`config.mk`:
```
export PLATFORM = sky130hd
export DESIGN_NAME = cyber_player
export DESIGN_NICKNAME = d
export VERILOG_FILES = /design/src/rtl/cyber_player.sv
export SDC_FILE = /design/constraint.sdc
export NUM_CORES = 1
export LEC_CHECK = 0
export CAP_MARGIN = 20
export CORE_MARGIN = 1
export CORE_UTILIZATION = 47
export CTS_CLUSTER_SIZE = 12
export DETAILED_ROUTE_END_ITERATION = 8
export HOLD_SLACK_MARGIN = 0.08
export PLACE_DENSITY_LB_ADDON = 0.1
export SETUP_SLACK_MARGIN = 0.05
export SYNTH_ARGS = -nofsm -noshare
export SYNTH_HDL_FRONTEND = slang
export SYNTH_SLANG_ARGS = --single-unit
```
`constraint.sdc`:
```
create_clock -name clk -period 1.5 [get_ports clk]
set_input_delay 0.375 -clock clk [delete_from_list [all_inputs] [get_ports clk]]
set_output_delay 0.375 -clock clk [all_outputs]
set_load 0.02 [all_outputs]
```
`src/rtl/cyber_player.sv`:
```
// Computer opponent for the reaction game: a pseudo-random press generator paced
// by a prescaler tick, with one press at most every other tick.
module cyber_player #(
    parameter int unsigned TICK_DIV = 15,
    parameter logic [9:0]  SEED     = 10'h2A5
) (
    input  logic       clk,
    input  logic       reset,
    input  logic       enable,
    input  logic [8:0] difficulty,
    input  logic       freeze,
    output logic       press,
    output logic [9:0] lfsr_value
);

    typedef enum logic [1:0] {
        IDLE     = 2'd0,
        PRESS    = 2'd1,
        COOLDOWN = 2'd2
    } state_t;

    localparam logic [TICK_DIV-1:0] PRE_ONE = TICK_DIV'(1);
    localparam logic [TICK_DIV-1:0] PRE_ZERO = TICK_DIV'(0);

    logic [TICK_DIV-1:0] prescaler_r;
    logic [9:0]          lfsr_r;
    state_t              state_r;
    logic                press_r;
    logic                tick_s;
    logic                fire_s;
    logic                hold_s;

    // x^10 + x^7 + 1, shifting toward the MSB
    function automatic logic [9:0] lfsr_next(input logic [9:0] cur);
        lfsr_next = {cur[8:0], cur[9] ^ cur[6]};
    endfunction

    // Free-running tick prescaler
    always_ff @(posedge clk or posedge reset) begin
        if (reset) begin
            prescaler_r <= PRE_ZERO;
        end else begin
            prescaler_r <= prescaler_r + PRE_ONE;
        end
    end

    // LFSR advances only on ticks; an all-zero state is recovered immediately
    always_ff @(posedge clk or posedge reset) begin
        if (reset) begin
            lfsr_r <= SEED;
        end else if (lfsr_r == 10'd0) begin
            lfsr_r <= SEED;
        end else if (tick_s) begin
            lfsr_r <= lfsr_next(lfsr_r);
        end else begin
            lfsr_r <= lfsr_r;
        end
    end

    // Tick, fire decision and hold-off condition
    always_comb begin
        tick_s = &prescaler_r;
        hold_s = !enable || freeze;
        fire_s = 1'b0;
        if (tick_s && !hold_s && ({1'b0, difficulty} > lfsr_r)) begin
            fire_s = 1'b1;
        end else begin
            fire_s = 1'b0;
        end
    end

    // Press sequencer; the press output is the registered PRESS state
    always_ff @(posedge clk or posedge reset) begin
        if (reset) begin
            state_r <= IDLE;
            press_r <= 1'b0;
        end else begin
            case (state_r)
                IDLE: begin
                    if (fire_s) begin
                        state_r <= PRESS;
                        press_r <= 1'b1;
                    end else begin
                        state_r <= IDLE;
                        press_r <= 1'b0;
                    end
                end
                PRESS: begin
                    press_r <= 1'b0;
                    // the press pulse itself is never cut short, only the cooldown
                    if (hold_s) begin
                        state_r <= IDLE;
                    end else begin
                        state_r <= COOLDOWN;
                    end
                end
                COOLDOWN: begin
                    press_r <= 1'b0;
                    if (hold_s || tick_s) begin
                        state_r <= IDLE;
                    end else begin
                        state_r <= COOLDOWN;
                    end
                end
                default: begin
                    state_r <= IDLE;
                    press_r <= 1'b0;
                end
            endcase
        end
    end

    assign press      = press_r;
    assign lfsr_value = lfsr_r;

endmodule
```
# Word-level counts from Yosys, hierarchy flattened

Cells that the tools add are included.

Flip-flop bits (word level): 28
Word-level logic and storage cells: 28
Input bits: 13
Output and inout bits: 11

Eq/ne operators: 2
Bitwise logic cells: 1
Add/subtract/negate cells: 1
Reduce and logical (&&, ||, !) cells: 10
Multiplexer cells: 9
Order comparisons: 1

Operators by type and width:

| operator              | count |
|---|---|
| $mux 10               | 2 |
| $add 15x1->15 const B | 1 |
| $reduce_and 15->1     | 1 |
| $gt 9x10->1           | 1 |
| $logic_not 10->1      | 1 |
| $pmux 2 s3            | 1 |
| $mux 1                | 4 |
| $mux 2                | 2 |
| $eq 2x1->1 const B    | 1 |
| $eq 2x2->1 const B    | 1 |
| $logic_and 1x1->1     | 2 |
| $logic_not 1->1       | 2 |
| $logic_not 2->1       | 1 |
| $logic_or 1x1->1      | 2 |
| $reduce_bool 2->1     | 1 |
| $xor 1x1->1           | 1 |

# Logic depth before layout (Yosys ltp)

Word-level depth: 8
Gate-level depth with buffers: 7
Gate-level depth less buffers: 6

# Worst setup path after synthesis

No wires, ideal clock.

Path type: register to register
From: register lfsr_r[7] (netlist: lfsr_value[7])
To: register state_r[0]
Cell stages (with the launch flop): 7
Slack: -0.188 ns
Library setup time: 0.094 ns
Arrival: 1.594 ns
Required time: 1.406 ns
Period minus slack after synthesis: 1.688 ns
Path buffers: 0
Path through: dfstp_2 > inv_1 > ha_1 > and4b_1 > nand2_1 > a31o_2 > a211oi_1

Cells in the longest elaborated chain, start to end: 5

RTL lines:

| item                   | line | RTL |
|---|---|---|
| from (decl)            | 26   | `logic [9:0] lfsr_r;` |
| from (signal assigned) | 54   | `lfsr_r <= lfsr_next(lfsr_r);` |
| from (signal assigned) | 56   | `lfsr_r <= lfsr_r;` |
| $gt 9x10->1            | 65   | `if (tick_s && !hold_s && ({1'b0, difficulty} > lfsr_r)) begin` |
| $logic_and 1x1->1      | 65   |  |
| $mux 1                 | 65   |  |
| $mux 1                 | 80   | `if (fire_s) begin` |
| $pmux 2 s3             | 78   | `case (state_r)` |
| to (signal assigned)   | 75   | `state_r <= IDLE;` |
| to (signal assigned)   | 81   | `state_r <= PRESS;` |
| to (signal assigned)   | 84   | `state_r <= IDLE;` |
| to (decl)              | 27   | `state_t state_r;` |

No other way between the ends.
A chain may end at the register's enable or synchronous reset.

# Worst setup path in the final report

From: register prescaler_r[1]
To: register lfsr_r[1] (netlist: lfsr_value[1])

Cells in the longest elaborated chain, start to end: 2

RTL lines:

| item                               | line | RTL |
|---|---|---|
| from (decl)                        | 25   | `logic [TICK_DIV-1:0] prescaler_r;` |
| from (signal assigned)             | 43   | `prescaler_r <= prescaler_r + PRE_ONE;` |
| $reduce_and 15->1                  | 62   | `tick_s = &prescaler_r;` |
| $reduce_bool 2->1 (no source line) | --   |  |

No other way between the ends.

==> results.yml <==
die:
  dieArea_um2: 3270
  fp-row-count: 19
  die_w_um: 57.2
  die_y_um: 57.2
  io_pins: 24
  initial_core_util_pct: 50.6
  coreArea_um2: 2830
clocking:
  cts_tree: "built"
  cts_sinks: 27
  htreeDepth: 1
  clkLatencyLatePin_ns: 0.31
  cts_root_buf: "clkbuf_4"
  clkSlewWorstSetupHoldPaths_ns: 0.14
  clk_path_buf_depth: 2
  numCtsBuffers: 3
drt:
  viasPerCell: 5.19
  routed_wl_um: 3230
  num_vias: 1209
  firstDrtPassIters: 8
  routedWlPerCell_um: 13.8
  drc: 4
  drt_iter0_markers: 44
  ant_nets: 0
placed_design:
  hpwl_um: 2450
  dp_slack_ns: -0.388
  dpl.cell_count: 222
  io_buffers: 23
  routabilityCongestion: 0.807
  place_area_um2: 2000
worst_setup_path:
  rrSetupSlack_ns: -0.20
  path_buf_inv: 1
  r2r_end: "lfsr_value[1]$_DFFE_PP0P_"
  cp_max_fo: 2
  r2r_start: "prescaler_r[1]$_DFF_PP0_"
  worstPathArrival_ns: 1.92
  r2r_cells: 5
  cp.required_ns: 1.72
  cpPeakStageDelay_ns: 0.47
  worstSetupPathDepth: 5
  cp-start-kind: "flop"
  endpoint: "lfsr_value[1]$_DFFE_PP0P_"
  criticalPathCategory: "reg2reg"
  critPathLaunch: "prescaler_r[1]$_DFF_PP0_"
  crit_chain: "ha_2 > nand4_1 > or4_4 > buf_6 > mux2_4"
  cp_slowest_cell: "or4_4"
  critPathTopFamily: "simple AND/OR/NAND/NOR gates"
  cp-end-kind: "flop"
layout:
  diodes: 0
  seqCellArea_um2: 682
  fin_util_pct: 73.9
  area_delta_synth_final_pct: 45.9
  multi_input_area_um2: 758
  layout_common_cells: "41 x buf_4, 22 x dfrtp_1, 12 x nand2_1, 12 x clkdlybuf4s50_1, 11 x inv_1"
  nNetsFinal: 226
  layout_commonest_cell: "buf_4"
  instances_no_fill: 233
  design_area_um2: 2090
  fill_cells: 223
  layout-drive-gt1-share_pct: 44.6
synth:
  synth_edf_count: 0
  synthTopCellsByArea: "dfrtp_1 38%, dfstp_2 9.2%, ha_1 8.7%, xnor2_1 4.9%, o211ai_2 4.4%"
  async_flop_share_pct: 100
  syn_inst: 134
  avgSynthCellArea_um2: 10.7
  synthDistinctLibCells: 32
  synth_top_area_cell: "dfrtp_1"
  synth_top_flop_cell: "dfrtp_1"
  synth_seq_cells: 27
  netlist_area_um2: 1430
  yosysSeqAreaShare_pct: 47.6
  syn_nets: 157
  synth_top_area_share_pct: 38.4
  ys_warn_count: 0
worst_hold_path:
  holdCritPathClass: "in2async"
timing:
  setup-violations-final: 12
  rsz0062_at_grt: "yes"
  relSlewSlack_pct: 73.7
  finalCriticalPeriod_ns: 1.70
  fin_crit_sh_pct: 114
  drv_slew: 0
  max_freq_mhz: 587
  timing.final.hold_violations: 0
  finalClockSkew_ns: 0.00497
  tightest_slew_ns: 0.388
  final.setup.worst_slack_ns: -0.203
  tns_ns: -1.43
grt:
  antenna_found_initial: 0
  grt_overflow_total: 0
  grt_pass1_wl_um: 5510
  track_usage_pct: 21.9
  grt_max_degree: 28
  grt_pass1_vias: 1282
job:
  maxCapViolCount: 0
power:
  pwr_density_cell_nw_per_um2: 535
  ir_drop_v: 0.000587
  p_leak_nw: 1.00
status:
  outcome: "finished with violations"
  failed_checks: "design-rule violations, negative setup slack"
sequential cells by signal (all words and copies together), names as in the netlist:
signal	count
state_r	2
prescaler_r	15
lfsr_value	10
worst min-delay path by stage:
stage,slack (ns),cells past startpoint,endpoint,from
3_3_place_gp,0.50,1,prescaler_r[1]$_DFF_PP0_,prescaler_r[0]$_DFF_PP0_
2_1_floorplan,0.42,1,lfsr_value[1]$_DFFE_PP0P_,reset
4_1_cts,0.37,3,prescaler_r[5]$_DFF_PP0_,reset
6_report,0.38,3,prescaler_r[0]$_DFF_PP0_,reset
5_1_grt,0.40,3,prescaler_r[5]$_DFF_PP0_,reset
3_5_place_dp,0.52,1,prescaler_r[1]$_DFF_PP0_,prescaler_r[0]$_DFF_PP0_
through the flow:
stage                     hold slack [ns]  total power, mW
after floorplan                     0.424            0.773
after global routing                0.396             1.16
after CTS                           0.371             1.13
after global placement              0.505            0.823
final                               0.378             1.12
after detailed placement            0.522            0.827
timing repair:
| item | in CTS | in global routing |
|---|---|---|
| setup buffers | 4 | 6 |
| endpoints found under the setup margin | 23 | 25 |
| hold buffers | 0 | 0 |
| pin swaps | 1 | 5 |
| resized for setup | 37 | 18 |
synth_stat cells (2+ instances only):
| master | instances |
|---|---|
| a21oi_1 | 5 |
| and4_1 | 2 |
| dfrtp_1 | 22 |
| dfstp_2 | 5 |
| ha_1 | 10 |
| inv_1 | 12 |
| nand2_1 | 15 |
| nand3_1 | 8 |
| nand4_1 | 6 |
| nor2_1 | 5 |
| nor2b_1 | 3 |
| nor3_1 | 2 |
| nor4_1 | 2 |
| o211ai_2 | 5 |
| o21ai_2 | 3 |
| xnor2_1 | 8 |
| xor2_1 | 6 |
layout make-up:
| class | instances | share of cell area, % |
|---|---|---|
| clock buffer | 4 | 1.26 |
| inverter | 12 | 2.16 |
| sequential | 27 | 32.6 |
| timing repair buffer | 66 | 25.8 |
| multi-input combinational | 93 | 36.3 |
| tap | 31 | 1.86 |
per-layer routing:
layer  track usage, %  routed length [um]  share of wire, %
met5                0                   0                 0
met4             6.97                  70               2.2
met3             2.95                 114               3.5
met2             39.7                1590                49
met1             27.0                1450                45
where the power goes:
part | internal (mW) | switching (mW)
logic | 0.0487 | 0.0355
clock network | 0.104 | 0.201
registers | 0.729 | 0
tightest hold or removal path: cells and delay by family:
kind     cells  cell delay, ns
buf+inv      3            0.68
kinds of logic after synthesis:
group,count (synthesis),share of synthesized area [%]
AO/OA/AOI/OAI,17,10.0
XOR/XNOR,14,8.56
adder cells (fa/ha/maj),10,8.73
buffers and inverters,14,4.45
flip-flops,27,47.6
multiplexers,2,1.75
AND/OR/NAND/NOR,50,18.9
No activity file was read; power rests on OpenSTA's default activity.
